## config.mk

```make
export PLATFORM = sky130hd
export DESIGN_NAME = qam16_deframer
export DESIGN_NICKNAME = d
export VERILOG_FILES = /design/src/rtl/qam16_deframer.sv
export SDC_FILE = /design/constraint.sdc
export NUM_CORES = 1
export LEC_CHECK = 0
export CAP_MARGIN = 0
export CORE_UTILIZATION = 45
export CTS_CLUSTER_DIAMETER = 40
export CTS_CLUSTER_SIZE = 14
export DETAILED_ROUTE_END_ITERATION = 8
export GPL_TIMING_DRIVEN = 0
export PLACE_DENSITY = 0.74
export SLEW_MARGIN = 20
export SYNTH_ARGS = -nofsm -noshare
export SYNTH_HDL_FRONTEND = slang
export SYNTH_SLANG_ARGS = --single-unit
```

## constraint.sdc

```tcl
create_clock -name clk -period 2.5 [get_ports clk]
set_input_delay 0.75 -clock clk [delete_from_list [all_inputs] [get_ports clk]]
set_output_delay 0.75 -clock clk [all_outputs]
set_load 0.1 [all_outputs]
```

## src/rtl/qam16_deframer.sv

```systemverilog
// QAM16 symbol-stream deframer: hunts for a 16-bit sync word, tracks frame lock
// with hit/miss hysteresis and emits payload bytes only while locked.
module qam16_deframer #(
    parameter logic [15:0] SYNC_WORD     = 16'hF628,
    parameter int          PAYLOAD_BYTES = 8,
    parameter int          LOCK_CNT      = 2,
    parameter int          MISS_CNT      = 2
) (
    input  logic       clk,
    input  logic       rst,
    input  logic       sym_en,
    input  logic [3:0] nib,
    input  logic       nib_vld,
    output logic [7:0] byte_out,
    output logic       byte_vld,
    output logic       sof,
    output logic       eof,
    output logic       locked,
    output logic       frame_err
);
    localparam int              NC_W     = $clog2(2 * PAYLOAD_BYTES);
    localparam logic [NC_W-1:0] LAST_NIB = NC_W'(2 * PAYLOAD_BYTES - 1);
    localparam logic [NC_W-1:0] HDR_LAST = NC_W'(3);
    localparam logic [2:0]      LOCK_TH  = 3'(LOCK_CNT);
    localparam logic [3:0]      MISS_TH  = 4'(MISS_CNT);

    localparam logic [1:0] S_HUNT    = 2'd0;
    localparam logic [1:0] S_PAYLOAD = 2'd1;
    localparam logic [1:0] S_CHECK   = 2'd2;

    logic [1:0]      r_state;
    logic [11:0]     r_shift;     // three most recent nibbles; the fourth is the incoming one
    logic [2:0]      r_fill;
    logic [NC_W-1:0] r_nib_cnt;
    logic [3:0]      r_hi;
    logic [2:0]      r_hits;
    logic [2:0]      r_misses;
    logic            r_locked;
    logic [7:0]      r_byte_out;
    logic            r_byte_vld;
    logic            r_sof;
    logic            r_eof;
    logic            r_frame_err;

    logic            w_acc;
    logic            w_era;
    logic [15:0]     w_window;
    logic            w_sync;
    logic [2:0]      w_fill_nxt;
    logic [2:0]      w_hits_nxt;
    logic [3:0]      w_misses_nxt;
    logic            w_last;

    assign w_acc        = sym_en & nib_vld;
    assign w_era        = sym_en & ~nib_vld;
    assign w_window     = {r_shift, nib};
    assign w_sync       = (w_window == SYNC_WORD);
    assign w_fill_nxt   = (r_fill == 3'd4) ? 3'd4 : r_fill + 3'd1;
    assign w_hits_nxt   = (r_hits == 3'd7) ? 3'd7 : r_hits + 3'd1;
    assign w_misses_nxt = {1'b0, r_misses} + 4'd1;
    assign w_last       = (r_nib_cnt == LAST_NIB);

    // NOTE: all state uses non-blocking assignments so every branch sees pre-edge values.
    always_ff @(posedge clk or posedge rst) begin
        if (rst) begin
            r_state     <= S_HUNT;
            r_shift     <= '0;
            r_fill      <= '0;
            r_nib_cnt   <= '0;
            r_hi        <= '0;
            r_hits      <= '0;
            r_misses    <= '0;
            r_locked    <= 1'b0;
            r_byte_out  <= '0;
            r_byte_vld  <= 1'b0;
            r_sof       <= 1'b0;
            r_eof       <= 1'b0;
            r_frame_err <= 1'b0;
        end else begin
            r_byte_vld  <= 1'b0;
            r_sof       <= 1'b0;
            r_eof       <= 1'b0;
            r_frame_err <= 1'b0;

            if (w_era) begin
                // An erasure inside a frame is an error; in HUNT it only restarts the search.
                if (r_state != S_HUNT) r_frame_err <= 1'b1;
                r_state   <= S_HUNT;
                r_shift   <= '0;
                r_fill    <= '0;
                r_nib_cnt <= '0;
                r_hits    <= '0;
                r_misses  <= '0;
                r_locked  <= 1'b0;
            end else if (w_acc) begin
                case (r_state)
                    S_HUNT: begin
                        r_shift <= w_window[11:0];
                        r_fill  <= w_fill_nxt;
                        if (w_fill_nxt == 3'd4 && w_sync) begin
                            r_state   <= S_PAYLOAD;
                            r_nib_cnt <= '0;
                            r_hits    <= 3'd1;
                            r_misses  <= '0;
                            if (LOCK_CNT == 1) r_locked <= 1'b1;
                        end
                    end
                    S_PAYLOAD: begin
                        if (!r_nib_cnt[0]) begin
                            r_hi <= nib;
                        end else if (r_locked) begin
                            r_byte_out <= {r_hi, nib};
                            r_byte_vld <= 1'b1;
                            r_sof      <= (r_nib_cnt == NC_W'(1));
                            r_eof      <= w_last;
                        end
                        if (w_last) begin
                            r_state   <= S_CHECK;
                            r_nib_cnt <= '0;
                        end else begin
                            r_nib_cnt <= r_nib_cnt + 1'b1;
                        end
                    end
                    S_CHECK: begin
                        r_shift <= w_window[11:0];
                        if (r_nib_cnt == HDR_LAST) begin
                            r_nib_cnt <= '0;
                            if (w_sync) begin
                                r_state  <= S_PAYLOAD;
                                r_hits   <= w_hits_nxt;
                                r_misses <= '0;
                                if (w_hits_nxt >= LOCK_TH) r_locked <= 1'b1;
                            end else if (r_locked && w_misses_nxt < MISS_TH) begin
                                // Flywheel: tolerate an isolated header miss while locked.
                                r_frame_err <= 1'b1;
                                r_state     <= S_PAYLOAD;
                                r_misses    <= w_misses_nxt[2:0];
                            end else begin
                                r_frame_err <= 1'b1;
                                r_state     <= S_HUNT;
                                r_shift     <= '0;
                                r_fill      <= '0;
                                r_hits      <= '0;
                                r_misses    <= '0;
                                r_locked    <= 1'b0;
                            end
                        end else begin
                            r_nib_cnt <= r_nib_cnt + 1'b1;
                        end
                    end
                    default: r_state <= S_HUNT;
                endcase
            end
        end
    end

    assign byte_out  = r_byte_out;
    assign byte_vld  = r_byte_vld;
    assign sof       = r_sof;
    assign eof       = r_eof;
    assign locked    = r_locked;
    assign frame_err = r_frame_err;

endmodule

```

==> results of run 1 <==
-- through the flow --
| step | total power, mW | instance area [sq um] |
|---|---|---|
| floorplan | 1.50 | 2300 |
| global placement | 1.62 | 2560 |
| detailed placement | 1.65 | 2580 |
| CTS | 2.23 | 2710 |
| global route | 2.36 | 2720 |
| finish | 2.21 | 2720 |
-- what timing repair did --
action                                  in CTS  in global routing
pin swaps                                    7                  4
gates resized for setup                     18                  2
hold buffers                                 0                  0
endpoints found under the setup margin      30                 19
endpoints found under the hold margin        0                  0
setup buffers                                3                  1
-- power breakdown --
group | switching [mW] | internal, mW | total, mW
sequential | 0.101 | 0.837 | 0.938
clock | 0.253 | 0.301 | 0.554
combinational | 0.407 | 0.315 | 0.723
-- cells by family (layout without fill, tap and decap cells) --
kind of cell,count (synthesis),count (layout),synth area share [%]
AOI/OAI and AO/OA,48,48,18.9
adders and majority gates,10,10,5.45
and+or+nand+nor,61,61,15.6
buffers and inverters,15,45,2.51
xor gates and xnor gates,1,1,0.382
DFF,44,44,48.0
muxes,19,19,9.21
-- layout make-up --
cell class / instances / area share, %
clock inverter: 3 / 1.75
tap: 67 / 3.09
timing repair buffer: 23 / 7.97
multi-input combinational: 139 / 42.1
inverter: 9 / 1.24
clock buffer: 5 / 2.53
buffer: 5 / 0.737
sequential: 44 / 40.5
-- worst max-delay path by stage --
stage               startpoint  slack [ns]          end
floorplan               nib[2]        0.16    r_hits[0]
global placement        nib[2]       -0.51    r_hits[0]
detailed placement      nib[2]       -0.52    r_hits[1]
CTS                     nib[1]        0.02  r_misses[0]
global route        r_state[0]        0.05   r_state[0]
finish                  locked        0.14       locked
-- state kept, by name, summed over array words and instances, names as in the netlist --
name / count
r_fill: 3
sof: 1
r_shift: 12
frame_err: 1
r_hi: 4
byte_out: 8
r_misses: 3
r_hits: 3
r_state: 2
byte_vld: 1
locked: 1
eof: 1
r_nib_cnt: 4
-- placed cells by master (no fill, tap or decap), types with 2 or more instances in the layout --
cell type and count:
nor2_1 15, buf_4 4, nor3_1 5, nand3_1 6, inv_1 8, and2_1 3
and4bb_2 2, mux2_2 14, ha_1 10, a22oi_1 2, clkinv_4 2, mux2i_1 2
nand2b_1 2, o21ai_0 4, dlymetal6s2s_1 2, clkbuf_8 5, dfrtp_1 44, o31ai_1 3
o211ai_1 2, dlygate4sd2_1 15, a21oi_1 9, mux2_1 3, a22o_1 13, clkbuf_1 4
nand2_1 14
-- metal layers --
| metal | vias to the layer above | share of wire (%) | GRT usage, % |
|---|---|---|---|
| met3 | 6 | 3.0 | 4.12 |
| met2 | 21 | 47 | 27.0 |
| li1 | 795 | - | - |
| met1 | 793 | 49 | 25.7 |
| met5 | - | 0 | 0 |
| met4 | 0 | 1.2 | 5.56 |
==> flow_summary.toml, run 1 <==
[floorplanning]
core-area_sq_mm = 0.00482
die_h_um = 73.4
initial_core_util_pct = 47.7
ios = 21
dieArea_sq_mm = 0.00539
die_w_um = 73.4
fp-row-count = 25

[finish]
multi_input_area_sq_mm = 0.00114
layout-drive-gt1-share_pct = 19.3
fill_cells = 425
finalNonFillerCells = 295
seq_area_sq_mm = 0.00110
postLayoutCoreUtil_pct = 56.4
areaGrowthSynthToFinish_pct = 18.3
n_antenna_cell = 0
fin_nets = 245

[synth]
syn_nets = 216
synth_edf_count = 0
yosysWarnings = 0
ys_seq_area_share_pct = 48.0
synth_area_sq_mm = 0.00230
yosysTopAreaCellShare_pct = 48.0
synthArstFlopShare_pct = 100
ys_ff_latch = 44
synth-main-ff-cell = "dfrtp_1"
synth_cell_type_count = 49
syn_area_per_cell_sq_um = 11.6
syn-instance-count = 198
synth_area_leaders = "dfrtp_1, mux2_2, ha_1"
yosysMostFrequentCell = "dfrtp_1"
synth_commonest_cells = "dfrtp_1, nor2_1, mux2_2, nand2_1, a22o_1"
synth_top_area_cell = "dfrtp_1"

[placement]
dp_slack_ns = -0.523
hpwl_mm = 3.10
io_buffer_count = 18
place_inst = 284
gp_congestion = 0.820

[timing]
fin_tns_setup_ns = 0
max_clock_freq_mhz = 424
setup_ws_ns = 0.140
slew-limit-headroom_pct = 35.2
rsz0062_at_grt = "no"
finalHoldViolCount = 0
whs_ns = 0.505
final.period_utilization_pct = 94.4
period_needed_ns = 2.36
worstMarginPinSlew_ns = 0.976
setup_viol = 0
fin_skew_ns = 0.00514
drv_slew = 0

[worst_setup_path]
critical_path_class = "reg -> out"
reg2regPathDepth = 7
path_buf_inv = 1
critical_path.max_stage_delay_ns = 0.88
crit_slowest_cell = "dlygate4sd2_1"
cp.arrival_ns = 1.61
critical-path-top-delay-family = "buffers and inverters"
critPathRequiredTime_ns = 1.75
endpoint_kind = "output pin"
cp_cell_sequence = "dlygate4sd2_1"
critical_path_cell_count = 1
rr_endpoint = "r_state[0]"
reg2reg_slack_ns = 0.24
start_kind = "flip-flop"
rr_startpoint = "r_state[0]"
cp_max_fo = 5

[clock_tree]
numClockSinks = 44
root_buffer = "clkbuf_8"
cts_htree_levels = 2
insertion_delay_ns = 0.30
cts_tree = "yes"
numCtsBuffers = 5
path_clk_slew_ns = 0.08
clockBufferDepth = 2

[min_path]
min_path_cells = 1
hold_path_class = "reg -> reg"
holdPathEnd = "byte_out[1]"
hp-start = "byte_out[1]"

[power_and_ir_drop]
powerDensity_mw_per_mm2 = 815
vdd_drop_max_uv = 413
p_leak_nw = 1.31

[global_route]
grt_pass1_vias = 1572
grt_overflow = 0
grt_pass1_wl_mm = 7.38
track_usage_pct = 17.9
grt_max_degree = 26
antenna_found_initial = 0

[drt]
drt-total-wl_mm = 4.27
post_drt_wl_per_cell_um = 14.5
drc = 0
drt_iter0_drc = 53
ant_nets = 0
first_pass_iters = 5
vias = 1615
vias_per_cell = 5.47

[run]
max_cap_violations = 0

[run_status]
status = "finished, final reports clean"
No activity file was read; power rests on OpenSTA's default activity.
==> run 2, diff against run 1 <==
--- a/config.mk
+++ b/config.mk
@@ -6,6 +6,7 @@
 export NUM_CORES = 1
 export LEC_CHECK = 0
 export CAP_MARGIN = 0
+export CORE_MARGIN = 2
 export CORE_UTILIZATION = 45
 export CTS_CLUSTER_DIAMETER = 40
 export CTS_CLUSTER_SIZE = 14
==> run 2 against run 1 <==
Wire length grew 1.9%. Sequential cell count is the same. Fmax shrank 0.39%. Non-clock buffer count is the same. Clock power shrank 16%. Critical path type is now in -> reg. Largest power group unchanged.
==> flow_summary.toml, run 2 (same netlist as run 1, synthesis figures left out) <==
[placement]
place_inst = 284
io_buffer_count = 18
hpwl_mm = 3.16
dp_slack_ns = -0.534
gp_congestion = 0.845

[worst_setup_path]
critPathRequiredTime_ns = 2.68
critical-path-top-delay-family = "compound AO/OA/AOI/OAI gates"
crit_slowest_cell = "o311ai_4"
cp.arrival_ns = 2.55
critical_path.max_stage_delay_ns = 0.44
path_buf_inv = 1
critical_path_class = "in -> reg"
critical_path_cell_count = 6
cp_max_fo = 5
endpoint_kind = "flip-flop"
reg2regPathDepth = 7
start_kind = "input pin"
cp_cell_sequence = "dlygate4sd2_1 -> nor4_4 -> nand4_4 -> o311ai_4 -> o211ai_1 -> mux2_1"

[global_route]
antenna_found_initial = 0
grt_pass1_wl_mm = 7.55
grt_overflow = 0
grt_max_degree = 31
track_usage_pct = 17.5
grt_pass1_vias = 1581

[floorplanning]
core-area_sq_mm = 0.00482
ios = 21
dieArea_sq_mm = 0.00569
die_h_um = 75.4
die_w_um = 75.4
fp-row-count = 25
initial_core_util_pct = 47.7

[timing]
finalHoldViolCount = 0
whs_ns = 0.504
rsz0062_at_grt = "no"
setup_ws_ns = 0.131
max_clock_freq_mhz = 422
drv_slew = 0
slew-limit-headroom_pct = 36.1
worstMarginPinSlew_ns = 0.962
period_needed_ns = 2.37
setup_viol = 0
final.period_utilization_pct = 94.8
fin_skew_ns = 0.00650

[drt]
first_pass_iters = 4
post_drt_wl_per_cell_um = 14.7
ant_nets = 0
drc = 0
drt_iter0_drc = 90
vias_per_cell = 5.55
vias = 1636
drt-total-wl_mm = 4.35

[run_status]
status = "finished, final reports clean"

[min_path]
hold_path_class = "reg -> reg"
min_path_cells = 1

[clock_tree]
path_clk_slew_ns = 0.08
numClockSinks = 44
numCtsBuffers = 5
clockBufferDepth = 2
root_buffer = "clkbuf_8"
insertion_delay_ns = 0.30
cts_htree_levels = 2
ctsHoldBuffers = 0
cts_tree = "yes"

[finish]
fin_nets = 245
areaGrowthSynthToFinish_pct = 17.7
fill_cells = 431
seq_area_sq_mm = 0.00110
most-common-layout-cells = "dfrtp_1, nor2_1, dlygate4sd2_1"
final_common_cell = "dfrtp_1"
largest_reg_flops = 12
finalNonFillerCells = 295
multi_input_area_sq_mm = 0.00116
n_antenna_cell = 0
top_register = "r_shift"
layout-drive-gt1-share_pct = 19.7

[power_and_ir_drop]
vdd_drop_max_uv = 385
powerDensity_mw_per_mm2 = 797
p_leak_nw = 1.31

[run]
max_cap_violations = 0
==> run 2: area by class of cell <==
| class | instances | area share [%] |
|---|---|---|
| Multi-Input combinational cell | 139 | 42.8 |
| Sequential cell | 44 | 40.8 |
| Timing Repair Buffer | 22 | 7.74 |
| Tap cell | 67 | 3.10 |
| Clock buffer | 6 | 3.06 |
| Inverter | 9 | 1.25 |
| Buffer | 6 | 0.880 |
| Clock inverter | 2 | 0.371 |
==> run 2: what timing repair did <==
item / in CTS / in global routing
resized for setup: 17 / 5
pin swaps: 5 / 4
setup buffers: 1 / 2
endpoints found under the setup margin: 30 / 16
==> run 2: where the power goes <==
| part | switching [mW] | total (mW) | internal, mW | leakage [nW] |
|---|---|---|---|---|
| logic | 0.424 | 0.747 | 0.323 | 0.663 |
| clock network | 0.242 | 0.463 | 0.221 | 0.0510 |
| registers | 0.105 | 0.942 | 0.837 | 0.592 |
| total | 0.771 | 2.15 | 1.38 | 1.31 |
==> run 2: final timing paths <==
path / slack (ns) / startpoint / endpoint
worst max-delay path: 0.13 / nib[0] / r_misses[0]
worst min-delay path: 0.50 / byte_out[5] / byte_out[5]
worst max register to register: 0.25 / r_state[0] / r_hits[1]
worst min register to register: 0.50 / byte_out[5] / byte_out[5]
max in group asynchronous: 1.31 / rst / locked
min in group asynchronous: 0.73 / rst / r_fill[1]
==> run 2: worst register-to-register path: cells and delay by family, from the launching register on <==
family	cells	cell delay [ns]
compound gates	1	0.15
fa+ha+maj	1	0.14
buf+inv	3	0.59
flops	1	0.44
mux	1	0.34
simple gates	1	0.49
==> run 2: stage by stage <==
stage	total power [mW]	TNS, ns	util [%]	cell area, sq um
after detailed placement	1.65	-7.44	53.6	2580
after global placement	1.63	-13.49	53.1	2560
after floorplan	1.50	0	-	2300
after global routing	2.29	0	56.1	2700
final	2.15	0	56.1	2700
after CTS	2.12	0	55.3	2660
==> run 2: routing by layer <==
metal	part of all wire [%]	vias up	wire length, um	track usage (%)
li1	-	791	-	-
met1	48	806	2110	25.9
met2	46	31	2010	26.1
met3	4.0	8	175	3.70
met4	1.4	0	59	5.26
met5	0	-	0	0
==> run 3, diff against run 2 <==
--- a/config.mk
+++ b/config.mk
@@ -5,7 +5,7 @@
 export SDC_FILE = /design/constraint.sdc
 export NUM_CORES = 1
 export LEC_CHECK = 0
-export CAP_MARGIN = 0
+export CAP_MARGIN = 20
 export CORE_MARGIN = 2
 export CORE_UTILIZATION = 45
 export CTS_CLUSTER_DIAMETER = 40
==> results of run 3 <==
The final DEF is identical to that of run 2; final timing and power are the same.
==> variant: new RTL, settings of run 3 <==
One comparison of `r_nib_cnt` changes from == to >=.
--- a/src/rtl/qam16_deframer.sv
+++ b/src/rtl/qam16_deframer.sv
@@ -124,5 +124,5 @@
                     S_CHECK: begin
                         r_shift <= w_window[11:0];
-                        if (r_nib_cnt == HDR_LAST) begin
+                        if (r_nib_cnt >= HDR_LAST) begin
                             r_nib_cnt <= '0;
                             if (w_sync) begin
Function: no difference found for any inputs over 10 cycles, from zero or initial values and one cycle with rst high; that may be too few to reach the edited logic, so the function may still have changed.
==> variant against run 3 <==
- clock skew fell by 0.0019 ns
- routed wire length is 2.7% higher
- via count hardly changed
- largest power group unchanged
- design area rose by 0.83%
- worst setup slack got worse by 0.094 ns
- total power increased by 1.9%
- synthesized area decreased by 0.76%
- critical path type unchanged
- largest cell class unchanged
- sequential cell count did not move
- global-route usage is 0.13 points higher
==> variant: results (changes against run 3) <==
| Metric | Value |
|---|---|
| Sw Ratio | 0.3358 (was 0.3584) |
| Most frequent cells after synthesis | dfrtp_1, nand2_1, mux2_1 (was dfrtp_1, nor2_1, mux2_2, nand2_1, a22o_1) |
| Setup repair bufs after CTS | 3 (was 1) |
| # H-tree levels | 2 (unchanged) |
| Resize count post-CTS | 20 (was 17) |
| Peak supply drop | 0.0004244 V (was 0.0003847 V) |
| Worst Reg-to-Reg Cells | 6 (was 7) |
| First-pass GRT wire length | 7472 um (was 7548 um) |
| Worst Setup SP | nib[1] (was nib[0]) |
| First drt pass iteration count | 4 (unchanged) |
| Vias per Instance | 5.450 (was 5.546) |
| Setup TNS | 0 ns (unchanged) |
| Largest register FFs | 12 (unchanged) |
| Clk buf depth | 2 (unchanged) |
| Post-Syn Instances | 200 (was 198) |
| Reg2reg start | r_shift[3] (was r_state[0]) |
| Reg-to-reg slack, setup | 0.30 ns (was 0.25 ns) |
| Post-synthesis mux area share | 0.09390 (was 0.09210) |
| Total wire length | 4466 um (was 4349 um) |
| CP max FO | 8 (was 5) |
| Placed cells | 287 (was 284) |
| Mapped Nets | 219 (was 216) |
| LEAKAGE | 1.350 nW (was 1.306 nW) |
| Final GP Congestion | 0.8279 (was 0.8450) |
| Gr usage total | 0.1765 (was 0.1753) |
| Slew margin rel. | 0.3545 (was 0.3613) |
| Post-Synth Adder-Cell Area | 0.06041 (was 0.05450) |
| Worst EP arrival | 2.66 ns (was 2.55 ns) |
| PortBufs | 19 (was 18) |
| Top cells by area, synth | dfrtp_1, mux2_1, ha_1 (was dfrtp_1, mux2_2, ha_1) |
| Seq/Total Area, Yosys | 0.4833 (was 0.4796) |
| Share of layout cells above drive strength 1 | 0.1674 (was 0.1974) |
| Post-synthesis xor/xnor area fraction | 0.003844 (was 0.003815) |
| Vias | 1635 (was 1636) |
| Nets@finish | 251 (was 245) |
| Post-synthesis compound-gate area fraction | 0.1752 (was 0.1891) |
| Worst Setup EP | r_hits[1] (was r_misses[0]) |
| Status | finished clean (unchanged) |
## variant: cell types whose count changed in the layout (fill, tap and decap cells not counted), moves of 4 or more
| cell | before | now |
|---|---|---|
| nor2_1 | 15 | 4 |
| mux2_1 | 3 | 12 |
| mux2_2 | 14 | 5 |
| a21oi_1 | 9 | 3 |
| nor2b_1 | 1 | 7 |
| a21o_1 | 1 | 5 |
| a21oi_2 | 0 | 4 |
| o21ai_0 | 4 | 0 |
## variant: layout make-up
type                            count  area, sq um
Fill cell                         428         2093
Multi-Input combinational cell    137         1115
Sequential cell                    44         1101
Timing Repair Buffer               25        232.7
Tap cell                           67        83.83
Clock buffer                        5        68.82
Clock inverter                      3        46.29
Inverter                           12        45.04
Buffer                              7        31.28
## variant: metrics by stage
step | power [W] | hold WS (ns) | cell area, sq um | setup slack [ns] | util
after floorplan | 0.001449 | 0.4585 | 2278 | -0.009130 | -
after global placement | 0.001583 | 0.4654 | 2552 | -0.7726 | 0.5299
after detailed placement | 0.001612 | 0.4750 | 2572 | -0.7966 | 0.5340
after CTS | 0.002182 | 0.4911 | 2699 | 0.03161 | 0.5603
after global routing | 0.002324 | 0.5134 | 2724 | -0.01807 | 0.5655
final | 0.002193 | 0.4902 | 2724 | 0.03654 | 0.5655
## variant: critical path, cell delays in order
cell	delay, ns
clkdlybuf4s15_1	0.23
or4b_4	0.58
nor4_4	0.27
buf_6	0.17
o21ai_2	0.07
a21oi_2	0.25
mux2_4	0.32
## variant: metal layers
metal  GRT usage  part of all wire  vias up
li1            -                 -      799
met1      0.2500              0.48      805
met2      0.2729              0.48       27
met3     0.03614             0.036        4
met4     0.05848             0.010        0
met5           0                 0        -
## variant: logic make-up (layout without fill, tap and decap cells)
| logic type | after synthesis | in the layout |
|---|---|---|
| compound gates | 49 | 49 |
| xor+xnor | 1 | 1 |
| fa+ha+maj | 11 | 11 |
| buf+inv | 19 | 52 |
| flops | 44 | 44 |
| mux | 19 | 19 |
| simple gates | 57 | 57 |
## variant: power groups by stage
stage               clock, W  combinational [W]  sequential (W)
floorplan                  0           0.000499        0.000951
global placement           0           0.000634        0.000950
detailed placement         0           0.000653        0.000959
CTS                 0.000573           0.000664        0.000944
global route        0.000596           0.000761        0.000967
finish              0.000562           0.000686        0.000945
## variant: how the worst min path moves through the flow
| stage | start | end | slack, ns | depth (start not counted) |
|---|---|---|---|---|
| after floorplan | r_hi[3] | byte_out[7] | 0.46 | 1 |
| after global placement | r_hi[3] | byte_out[7] | 0.47 | 1 |
| after detailed placement | byte_out[5] | byte_out[5] | 0.47 | 1 |
| after CTS | byte_out[5] | byte_out[5] | 0.49 | 1 |
| after global routing | byte_out[3] | byte_out[3] | 0.51 | 1 |
| final | byte_out[5] | byte_out[5] | 0.49 | 1 |
